$ cat config.mk
export PLATFORM = sky130hd
export DESIGN_NAME = muldiv_unit
export DESIGN_NICKNAME = d
export VERILOG_FILES = /design/src/rtl/riscv_pkg.sv /design/src/rtl/muldiv_divider.sv /design/src/rtl/muldiv_unit.sv
export SDC_FILE = /design/constraint.sdc
export NUM_CORES = 2
export LEC_CHECK = 0
export CAP_MARGIN = 10
export CORE_AREA = 2 2 437 439
export DETAILED_ROUTE_END_ITERATION = 8
export DIE_AREA = 0 0 439 441
export DONT_BUFFER_PORTS = 1
export GPL_ROUTABILITY_DRIVEN = 0
export GPL_TIMING_DRIVEN = 0
export SLEW_MARGIN = 40
export SYNTH_ARGS = -nofsm -noshare
export SYNTH_HDL_FRONTEND = slang
export SYNTH_SLANG_ARGS = --single-unit
$ cat constraint.sdc
create_clock -name clk -period 8.2 [get_ports clk]
set_input_delay 0 -clock clk [delete_from_list [all_inputs] [get_ports clk]]
set_output_delay 0 -clock clk [all_outputs]
set_load 0.005 [all_outputs]
$ cat src/rtl/riscv_pkg.sv
// Shared RV32M encodings and state types for the multiply/divide execute unit.
package riscv_pkg;

  localparam logic [6:0] FUN7_MULDIV = 7'b0000001;

  typedef enum logic [2:0] {
    MUL    = 3'b000,
    MULH   = 3'b001,
    MULHSU = 3'b010,
    MULHU  = 3'b011,
    DIV    = 3'b100,
    DIVU   = 3'b101,
    REM    = 3'b110,
    REMU   = 3'b111
  } muldiv_op_e;

  typedef enum logic [1:0] {
    S_IDLE,
    S_MUL,
    S_DIV,
    S_FIX
  } muldiv_state_e;

endpackage

$ cat src/rtl/muldiv_divider.sv
// Unsigned restoring divider core: one quotient bit per step, XLEN steps per division.
module muldiv_divider #(
  parameter int unsigned XLEN = 32
) (
  input  logic            clk,
  input  logic            reset_n,
  input  logic            load,
  input  logic [XLEN-1:0] a,
  input  logic [XLEN-1:0] b,
  input  logic            step,
  output logic [XLEN-1:0] quotient,
  output logic [XLEN-1:0] remainder,
  output logic            count_done
);

  localparam int unsigned CNT_W = $clog2(XLEN + 1);

  logic [XLEN-1:0]  quo_q, quo_d;
  logic [XLEN-1:0]  rem_q, rem_d;
  logic [XLEN-1:0]  dvs_q;
  logic [CNT_W-1:0] cnt_q;
  logic [XLEN:0]    trial_c;

  // Shift the next dividend bit into the partial remainder and try the subtract.
  always_comb begin
    trial_c = {rem_q, quo_q[XLEN-1]} - {1'b0, dvs_q};
    if (!trial_c[XLEN]) begin
      rem_d = trial_c[XLEN-1:0];
      quo_d = {quo_q[XLEN-2:0], 1'b1};
    end else begin
      rem_d = {rem_q[XLEN-2:0], quo_q[XLEN-1]};
      quo_d = {quo_q[XLEN-2:0], 1'b0};
    end
  end

  always_ff @(posedge clk or negedge reset_n) begin
    if (!reset_n) begin
      quo_q <= '0;
      rem_q <= '0;
      dvs_q <= '0;
      cnt_q <= '0;
    end else if (load) begin
      quo_q <= a;
      rem_q <= '0;
      dvs_q <= b;
      cnt_q <= '0;
    end else if (step) begin
      quo_q <= quo_d;
      rem_q <= rem_d;
      cnt_q <= cnt_q + CNT_W'(1);
    end
  end

  // High while the step being taken this cycle is the final one.
  assign count_done = (cnt_q == CNT_W'(XLEN - 1));
  assign quotient   = quo_q;
  assign remainder  = rem_q;

endmodule

$ cat src/rtl/muldiv_unit.sv
// Multi-cycle RV32M execute unit: pipelined multiply, iterative divide, one-cycle done pulse.
module muldiv_unit
  import riscv_pkg::*;
#(
  parameter int unsigned XLEN    = 32,
  parameter int unsigned MUL_LAT = 2
) (
  input  logic            clk,
  input  logic            reset_n,
  input  logic            start,
  input  logic [2:0]      fun3,
  input  logic [XLEN-1:0] op_a,
  input  logic [XLEN-1:0] op_b,
  input  logic            flush,
  output logic            busy,
  output logic            done,
  output logic [XLEN-1:0] result
);

  localparam int unsigned PIPE_D = (MUL_LAT > 1) ? MUL_LAT - 1 : 1;
  localparam int unsigned MCNT_W = 3;
  localparam logic [XLEN-1:0] XMIN = {1'b1, {(XLEN-1){1'b0}}};

  muldiv_state_e     state_q, state_d;
  logic              busy_q, busy_d;
  logic              done_q, done_d;
  logic [XLEN-1:0]   result_q, result_d;
  logic [MCNT_W-1:0] mcnt_q, mcnt_d;
  logic              is_rem_q, is_rem_d;
  logic              neg_q_q, neg_q_d;
  logic              neg_r_q, neg_r_d;
  logic [XLEN-1:0]   pipe_q [PIPE_D];
  logic              pipe_load_c;

  muldiv_op_e        op_c;
  logic              sgn_c;
  logic [XLEN:0]     ext_a_c, ext_b_c;
  logic [2*XLEN-1:0] prod_c;
  logic [XLEN-1:0]   mul_sel_c;
  logic [XLEN-1:0]   abs_a_c, abs_b_c;
  logic              div_load_c, div_step_c;
  logic [XLEN-1:0]   div_quo, div_rem;
  logic              div_last;
  logic [XLEN-1:0]   quo_fix_c, rem_fix_c;

  // Operand conditioning from the request inputs; only sampled on the accept edge.
  always_comb begin
    op_c    = muldiv_op_e'(fun3);
    sgn_c   = !fun3[0];
    ext_a_c = {((op_c == MULH) || (op_c == MULHSU)) & op_a[XLEN-1], op_a};
    ext_b_c = {(op_c == MULH) & op_b[XLEN-1], op_b};
    prod_c  = (2*XLEN)'($signed(ext_a_c)) * (2*XLEN)'($signed(ext_b_c));
    mul_sel_c = (fun3[1:0] == 2'b00) ? prod_c[XLEN-1:0] : prod_c[2*XLEN-1:XLEN];
    abs_a_c = (sgn_c && op_a[XLEN-1]) ? -op_a : op_a;
    abs_b_c = (sgn_c && op_b[XLEN-1]) ? -op_b : op_b;
    quo_fix_c = neg_q_q ? -div_quo : div_quo;
    rem_fix_c = neg_r_q ? -div_rem : div_rem;
  end

  muldiv_divider #(.XLEN(XLEN)) u_divider (
    .clk        (clk),
    .reset_n    (reset_n),
    .load       (div_load_c),
    .a          (abs_a_c),
    .b          (abs_b_c),
    .step       (div_step_c),
    .quotient   (div_quo),
    .remainder  (div_rem),
    .count_done (div_last)
  );

  // Next-state and output logic; flush overrides everything except the result.
  always_comb begin
    state_d     = state_q;
    done_d      = 1'b0;
    result_d    = result_q;
    mcnt_d      = mcnt_q;
    is_rem_d    = is_rem_q;
    neg_q_d     = neg_q_q;
    neg_r_d     = neg_r_q;
    pipe_load_c = 1'b0;
    div_load_c  = 1'b0;
    div_step_c  = 1'b0;

    if (flush) begin
      state_d = S_IDLE;
    end else begin
      unique case (state_q)
        S_IDLE: begin
          if (start) begin
            if (!fun3[2]) begin
              if (MUL_LAT == 1) begin
                result_d = mul_sel_c;
                done_d   = 1'b1;
              end else begin
                state_d     = S_MUL;
                mcnt_d      = MCNT_W'(1);
                pipe_load_c = 1'b1;
              end
            end else if (op_b == '0) begin
              result_d = fun3[1] ? op_a : '1;
              done_d   = 1'b1;
            end else if (sgn_c && (op_a == XMIN) && (&op_b)) begin
              result_d = fun3[1] ? '0 : op_a;
              done_d   = 1'b1;
            end else begin
              state_d    = S_DIV;
              div_load_c = 1'b1;
              is_rem_d   = fun3[1];
              neg_q_d    = sgn_c & (op_a[XLEN-1] ^ op_b[XLEN-1]);
              neg_r_d    = sgn_c & op_a[XLEN-1];
            end
          end
        end
        S_MUL: begin
          mcnt_d = mcnt_q + MCNT_W'(1);
          if (mcnt_q == MCNT_W'(MUL_LAT - 1)) begin
            result_d = pipe_q[PIPE_D-1];
            done_d   = 1'b1;
            state_d  = S_IDLE;
          end
        end
        S_DIV: begin
          div_step_c = 1'b1;
          if (div_last) state_d = S_FIX;
        end
        S_FIX: begin
          result_d = is_rem_q ? rem_fix_c : quo_fix_c;
          done_d   = 1'b1;
          state_d  = S_IDLE;
        end
        default: state_d = S_IDLE;
      endcase
    end

    busy_d = (state_d != S_IDLE);
  end

  always_ff @(posedge clk or negedge reset_n) begin
    if (!reset_n) begin
      state_q  <= S_IDLE;
      busy_q   <= 1'b0;
      done_q   <= 1'b0;
      result_q <= '0;
      mcnt_q   <= '0;
      is_rem_q <= 1'b0;
      neg_q_q  <= 1'b0;
      neg_r_q  <= 1'b0;
    end else begin
      state_q  <= state_d;
      busy_q   <= busy_d;
      done_q   <= done_d;
      result_q <= result_d;
      mcnt_q   <= mcnt_d;
      is_rem_q <= is_rem_d;
      neg_q_q  <= neg_q_d;
      neg_r_q  <= neg_r_d;
    end
  end

  // Product delay line; the result register forms the final stage.
  always_ff @(posedge clk or negedge reset_n) begin
    if (!reset_n) begin
      for (int unsigned i = 0; i < PIPE_D; i++) pipe_q[i] <= '0;
    end else begin
      if (pipe_load_c) pipe_q[0] <= mul_sel_c;
      for (int unsigned i = 1; i < PIPE_D; i++) pipe_q[i] <= pipe_q[i-1];
    end
  end

  assign busy   = busy_q;
  assign done   = done_q;
  assign result = result_q;

endmodule

Word-level counts from Yosys, hierarchy flattened. Index checks and enable logic that the tools add are counted.

$mul: 1. Muxes and demuxes: 52. Eq/ne operators: 13. Bitwise operators: 8. $add $sub $neg: 7. Reduce and logical (&&, ||, !) cells: 17.

Operator list (number): 2-to-1 mux 32 bit (18); negation 32 bit (4); one-hot mux 32 bit (3 select lines) (1); multiplier 33 x 33 -> 64 bit (1); subtractor 33 x 32 -> 33 bit (1); equality test 32 bit (second input constant) (1); logical NOT 32 bit (1); AND reduction 32 bit (1); 2-to-1 mux 1 bit (19); 2-to-1 mux 2 bit (7); 2-to-1 mux 6 bit (2); AND reduction 6 bit (2); inequality test 2 bit (second input constant) (4); one-hot mux 2 bit (4 select lines) (1); adder 6 x 1 -> 6 bit (second input constant) (1); equality test 3 x 1 -> 1 bit (second input constant) (2); equality test 6 x 5 -> 1 bit (second input constant) (1); 2-to-1 mux 3 bit (2); one-hot mux 3 bit (2 select lines) (1); nonzero test 2 bit (3); bitwise AND 1 bit (4); equality test 2 bit (second input constant) (2); logical AND 1 bit (4); logical NOT 2 bit (2); 11 further kinds (13).

Logic and storage cells: 111. Output and inout port bits: 34. Bits of input ports: 71. Register bits after elaboration: 176.

Depth between registers and ports, before layout.
Word-level depth: 10. Depth in mapped cells: 33. Mapped depth without buffers: 30.

Modules after synthesis. Synthesis repeated with hierarchy kept, for this count alone.

Cell total of the unflattened synthesis: 5886. Area, all modules: 51423.1 um2.

By module, submodules not included: muldiv_unit (sequential area each 1851.8 um2, area each 45059.5 um2, times used 1, cells an instance 5193); muldiv_divider (sequential area each 2552.4 um2, area each 6363.6 um2, times used 1, cells an instance 693).

Least setup slack after synthesis. Ideal clock, no wire load.

Kind: input port to flip-flop. Start: in fun3[1]. End: reg pipe_q[31] (netlist name). Arrival: 8268 ps. Setup time: 138 ps. Required time: 8062 ps. Stages: 30. Setup slack: -206 ps. Buffers on the path: 2. Cell sequence: clkbuf_1 xnor2_1 nor3b_1 clkbuf_1 nand2_1 fa_1 fa_1 inv_1 fa_1 inv_1 fa_1 inv_1 fa_1 fa_1 fa_1 inv_1 fa_1 inv_1 ha_1 and2_1 and3_1 nand4_1 nor3_1 o311ai_0 a21boi_0 o21ai_0 o21a_1 a21oi_1 xnor2_1 o221ai_1.

Cells in the longest elaborated chain, start to end: 5. Elaborated cells between the ends (all ways): 8. Classes of those cells: mul (1); eq/ne (2); mux (1); bitwise (2); reduce/logical (2).

RTL lines: start, declared (line muldiv_unit.sv:11) `input logic [2:0] fun3,`; equality test 3 x 1 -> 1 bit or equality test 3 x 2 -> 1 bit (tied branches) (line muldiv_unit.sv:50, muldiv_unit.sv:51); logical OR 1 bit (line muldiv_unit.sv:50) `ext_a_c = {((op_c == MULH) || (op_c == MULHSU)) & op_a[XLEN-1], op_a};`; bitwise AND 1 bit (line muldiv_unit.sv:50); multiplier 33 x 33 -> 64 bit (line muldiv_unit.sv:52) `prod_c = (2*XLEN)'($signed(ext_a_c)) * (2*XLEN)'($signed(ext_b_c));`; 2-to-1 mux 32 bit (*) (line muldiv_unit.sv:53) `mul_sel_c = (fun3[1:0] == 2'b00) ? prod_c[XLEN-1:0] : prod_c[2*XLEN-1:XLEN];`; end, declared (line muldiv_unit.sv:32) `logic [XLEN-1:0] pipe_q [PIPE_D];`.

Mark *: on every way between the ends. The rest lies on a longest branch, timed or not. A chain may end at the register's enable or synchronous reset.

Worst setup path in the final report.
Start: in op_b[31]. End: reg pipe_q[31] (netlist name).

Cells in the longest elaborated chain, start to end: 3.

RTL lines: start, declared (line muldiv_unit.sv:13) `input logic [XLEN-1:0] op_b,`; bitwise AND 1 bit (line muldiv_unit.sv:51) `ext_b_c = {(op_c == MULH) & op_b[XLEN-1], op_b};`; multiplier 33 x 33 -> 64 bit (*) (line muldiv_unit.sv:52); 2-to-1 mux 32 bit (*) (line muldiv_unit.sv:53).

Marks and branches as above.

==> metrics.txt <==
final sum of negative setup slack -12.2 ps; top-level port count 105; average wire per cell in the routed design 22.6 µm; failing checks setup timing; initial antenna violation count 12; element type at the critical path start input port; type of the tightest min-delay check input port to flop; most used standard cells in the synthesized netlist sky130_fd_sc_hd__inv_1 (1238), sky130_fd_sc_hd__fa_1 (1126), sky130_fd_sc_hd__nand2_1 (1033), sky130_fd_sc_hd__and2_1 (311), sky130_fd_sc_hd__clkbuf_1 (275); final count of hold timing violations 0; mapped cell area 50600 µm²; remaining global-route overflow 0; fill cell total of the finished layout 20100; most common cell in the synthesized netlist sky130_fd_sc_hd__inv_1; Total Die Area 194000 µm²; vias per std cell 5.04; nets 7366; cell count after synthesis 5857; number of non-filler instances in the completed layout 8449; source of the critical timing path op_b[31]; endpoint arrival time on the critical path 8530 ps; RSZ-0062 raised after global routing yes; share of layout cells above drive strength 1 0.0700; wire length of the first global-routing pass 283000 µm; multi-input gate area in the final layout 40600 µm²; CTS tree yes; clock tree root driver cell sky130_fd_sc_hd__clkbuf_16; share of the synthesized area in the top cell type 0.445; Rel. slew slack 0.321; Crit path required time 8520 ps; final count of negative-setup-slack endpoints 1; floorplan die width 439 µm; clock transition at the registers of the reported paths 80 ps; reg2reg end u_divider.remainder[24]$_DFFE_PN0P_; maximum achievable frequency 0.122 GHz; number of distinct library cells after synthesis 70; # placed instances 8369; detailed placer's ending HPWL 159000 µm; Post-Synthesis Mean Instance Area 8.65 µm²; number of global-route vias before repair 43500; worst skew pair latency 460 ps; number of DRC markers in iteration 0 4504; Initial Util 0.268; Yosys reg bits 176; worst-path maximum fanout 10; routed vias 42600; Core Rows 160; run status finished, violations left; Syn Nets 7307; cell with the largest stage delay on the worst path sky130_fd_sc_hd__fa_1; synth warn 0; post-route worst setup slack -12.2 ps; Worst Reg2Reg Path Length in Cells 18; CTS Buffer Depth 2; Floorplan Core Area 189000 µm²; worst hold-check slack 46.9 ps; FF+latch area 4400 µm²; global-route total usage across every layer 0.197; register-to-register setup slack 3510 ps; startpoint of the worst-slack reg-to-reg timing path u_divider.quotient[31]$_DFFE_PN0P_; Post-Route WL 191000 µm; CP endpoint pipe_q[31]$_DFFE_PN0P_; fraction of the yosys area taken by sequential cells 0.0870; Worst Path Class, Setup input port to flop; Period Utilization, post-route 1.00; Synth area leader sky130_fd_sc_hd__fa_1; number of pins with negative max-slew slack in the final report 0; DR DRC count 0; CTS buffer count 17; top post-synthesis cells by area sky130_fd_sc_hd__fa_1 (45%), sky130_fd_sc_hd__inv_1 (9.2%), sky130_fd_sc_hd__dfrtp_1 (8.7%); number of clock sinks seen by CTS 176; asr flop ratio synth 1.00; clock skew after layout 16.5 ps; time the final worst path needs with I/O delays and setup 8210 ps; remaining antenna violation count 0; worst slew pin tran 1010 ps; y dimension of the die 441 µm; cell mode on critical path sky130_fd_sc_hd__fa_1; maximum single-stage delay on the critical path 650 ps; P&R area growth vs syn 10.1%; number of enable flip-flop cells after synthesis 0; number of maximum-capacitance violations 0; number of iterations in the first detailed-routing pass 8; Worst setup EP type flop; number of input and output port buffers inserted 0; maximum level of the CTS H-tree 4; ys flop type sky130_fd_sc_hd__dfrtp_1; largest net degree at the start of global routing 177
## routing by layer
layer	wire length, µm	GRT usage
met5	113	0
met4	14200	0.115
met3	23500	0.0587
met2	82100	0.298
met1	71400	0.249
## kinds of logic after synthesis
logic type | share of synthesized area
AND/OR/NAND/NOR | 0.158
buffers and inverters | 0.121
adder cells (fa/ha/maj) | 0.508
AO/OA/AOI/OAI | 0.0845
XOR/XNOR | 0.0380
flip-flops | 0.0870
multiplexers | 0.00366
## area by class of cell
type                    count  area share
diodes                     10    0.000449
inverters                1238      0.0836
flip-flops and latches    176      0.0790
well taps                2511      0.0564
clock buffers              19     0.00795
repair buffers             48     0.00777
plain buffers             369      0.0338
multi-input cells        4066       0.728
clock inverters            12     0.00350
## worst min-delay path by stage
| stage | from | endpoint | slack [ps] | cells after the start |
|---|---|---|---|---|
| floorplan | reset_n | busy$_DFF_PN0_ | -300 | 0 |
| global route | fun3[1] | result[13]$_DFFE_PN0P_ | 70 | 4 |
| global placement | reset_n | result[8]$_DFFE_PN0P_ | -290 | 0 |
| finish | op_b[11] | u_divider.dvs_q[17]$_DFFE_PN0P_ | 50 | 6 |
| detailed placement | reset_n | done$_DFF_PN0_ | -290 | 0 |
| CTS | op_b[11] | u_divider.dvs_q[15]$_DFFE_PN0P_ | 30 | 6 |
## sequential cells by signal (all words and copies together), names as in the netlist, 2 cells and up
signal	count
mcnt_q	3
u_divider.quotient	32
u_divider.cnt_q	6
result	32
u_divider.remainder	32
pipe_q	32
state_q	2
u_divider.dvs_q	32
## placed cells by master, fill, tap and decap left out, types with 16 or more instances in the layout
master / synthesis / routed
sky130_fd_sc_hd__a21oi_1: 159 / 152
sky130_fd_sc_hd__buf_1: 71 / 19
sky130_fd_sc_hd__xor2_1: 79 / 78
sky130_fd_sc_hd__buf_4: 6 / 42
sky130_fd_sc_hd__fa_1: 1126 / 1106
sky130_fd_sc_hd__inv_1: 1238 / 1228
sky130_fd_sc_hd__o31ai_1: 35 / 33
sky130_fd_sc_hd__nor2_1: 182 / 181
sky130_fd_sc_hd__nor3_1: 32 / 28
sky130_fd_sc_hd__ha_1: 253 / 246
sky130_fd_sc_hd__or3_1: 20 / 20
sky130_fd_sc_hd__clkbuf_16: 0 / 20
sky130_fd_sc_hd__nand4_1: 29 / 29
sky130_fd_sc_hd__buf_2: 22 / 62
sky130_fd_sc_hd__nand2b_1: 18 / 18
sky130_fd_sc_hd__a31oi_1: 20 / 20
sky130_fd_sc_hd__dfrtp_1: 176 / 176
sky130_fd_sc_hd__a21o_1: 34 / 34
sky130_fd_sc_hd__or4_1: 16 / 16
sky130_fd_sc_hd__xnor2_1: 141 / 133
sky130_fd_sc_hd__and2_1: 311 / 309
sky130_fd_sc_hd__a41oi_1: 21 / 20
sky130_fd_sc_hd__nand2_1: 1033 / 1031
sky130_fd_sc_hd__nand3_1: 53 / 53
sky130_fd_sc_hd__clkbuf_2: 0 / 123
sky130_fd_sc_hd__o21ai_0: 241 / 236
sky130_fd_sc_hd__clkbuf_1: 275 / 117
sky130_fd_sc_hd__fa_2: 0 / 20
sky130_fd_sc_hd__o211ai_1: 35 / 35
sky130_fd_sc_hd__o311ai_0: 21 / 20
sky130_fd_sc_hd__clkbuf_4: 0 / 30
## what timing repair did
item,CTS,global route
hold buffers,15,0
resized for setup,164,209
endpoints found under the hold margin,214,0
setup endpoints to repair,26,20
pin swaps,23,37
buffers inserted,16,14
## critical path: cells and delay by family
family / cells / cell delay (ps)
adders and majority gates: 9 / 4430
AOI/OAI and AO/OA: 8 / 1800
buffers and inverters: 7 / 1180
and+or+nand+nor: 5 / 910
xor gates and xnor gates: 1 / 180
## metrics by stage
step / instance area (µm²) / util / setup slack, ps
3_5_place_dp: 53900 / 0.285 / -3060
4_1_cts: 55300 / 0.292 / 4.88
6_report: 55700 / 0.295 / -12.2
2_1_floorplan: 50700 / - / 58.3
5_1_grt: 55700 / 0.295 / -98.0
3_3_place_gp: 53800 / 0.284 / -3150
Power is left out: the tool's default activity adds up to more than one toggle a clock period on the data nets, which glitch-free logic cannot reach.
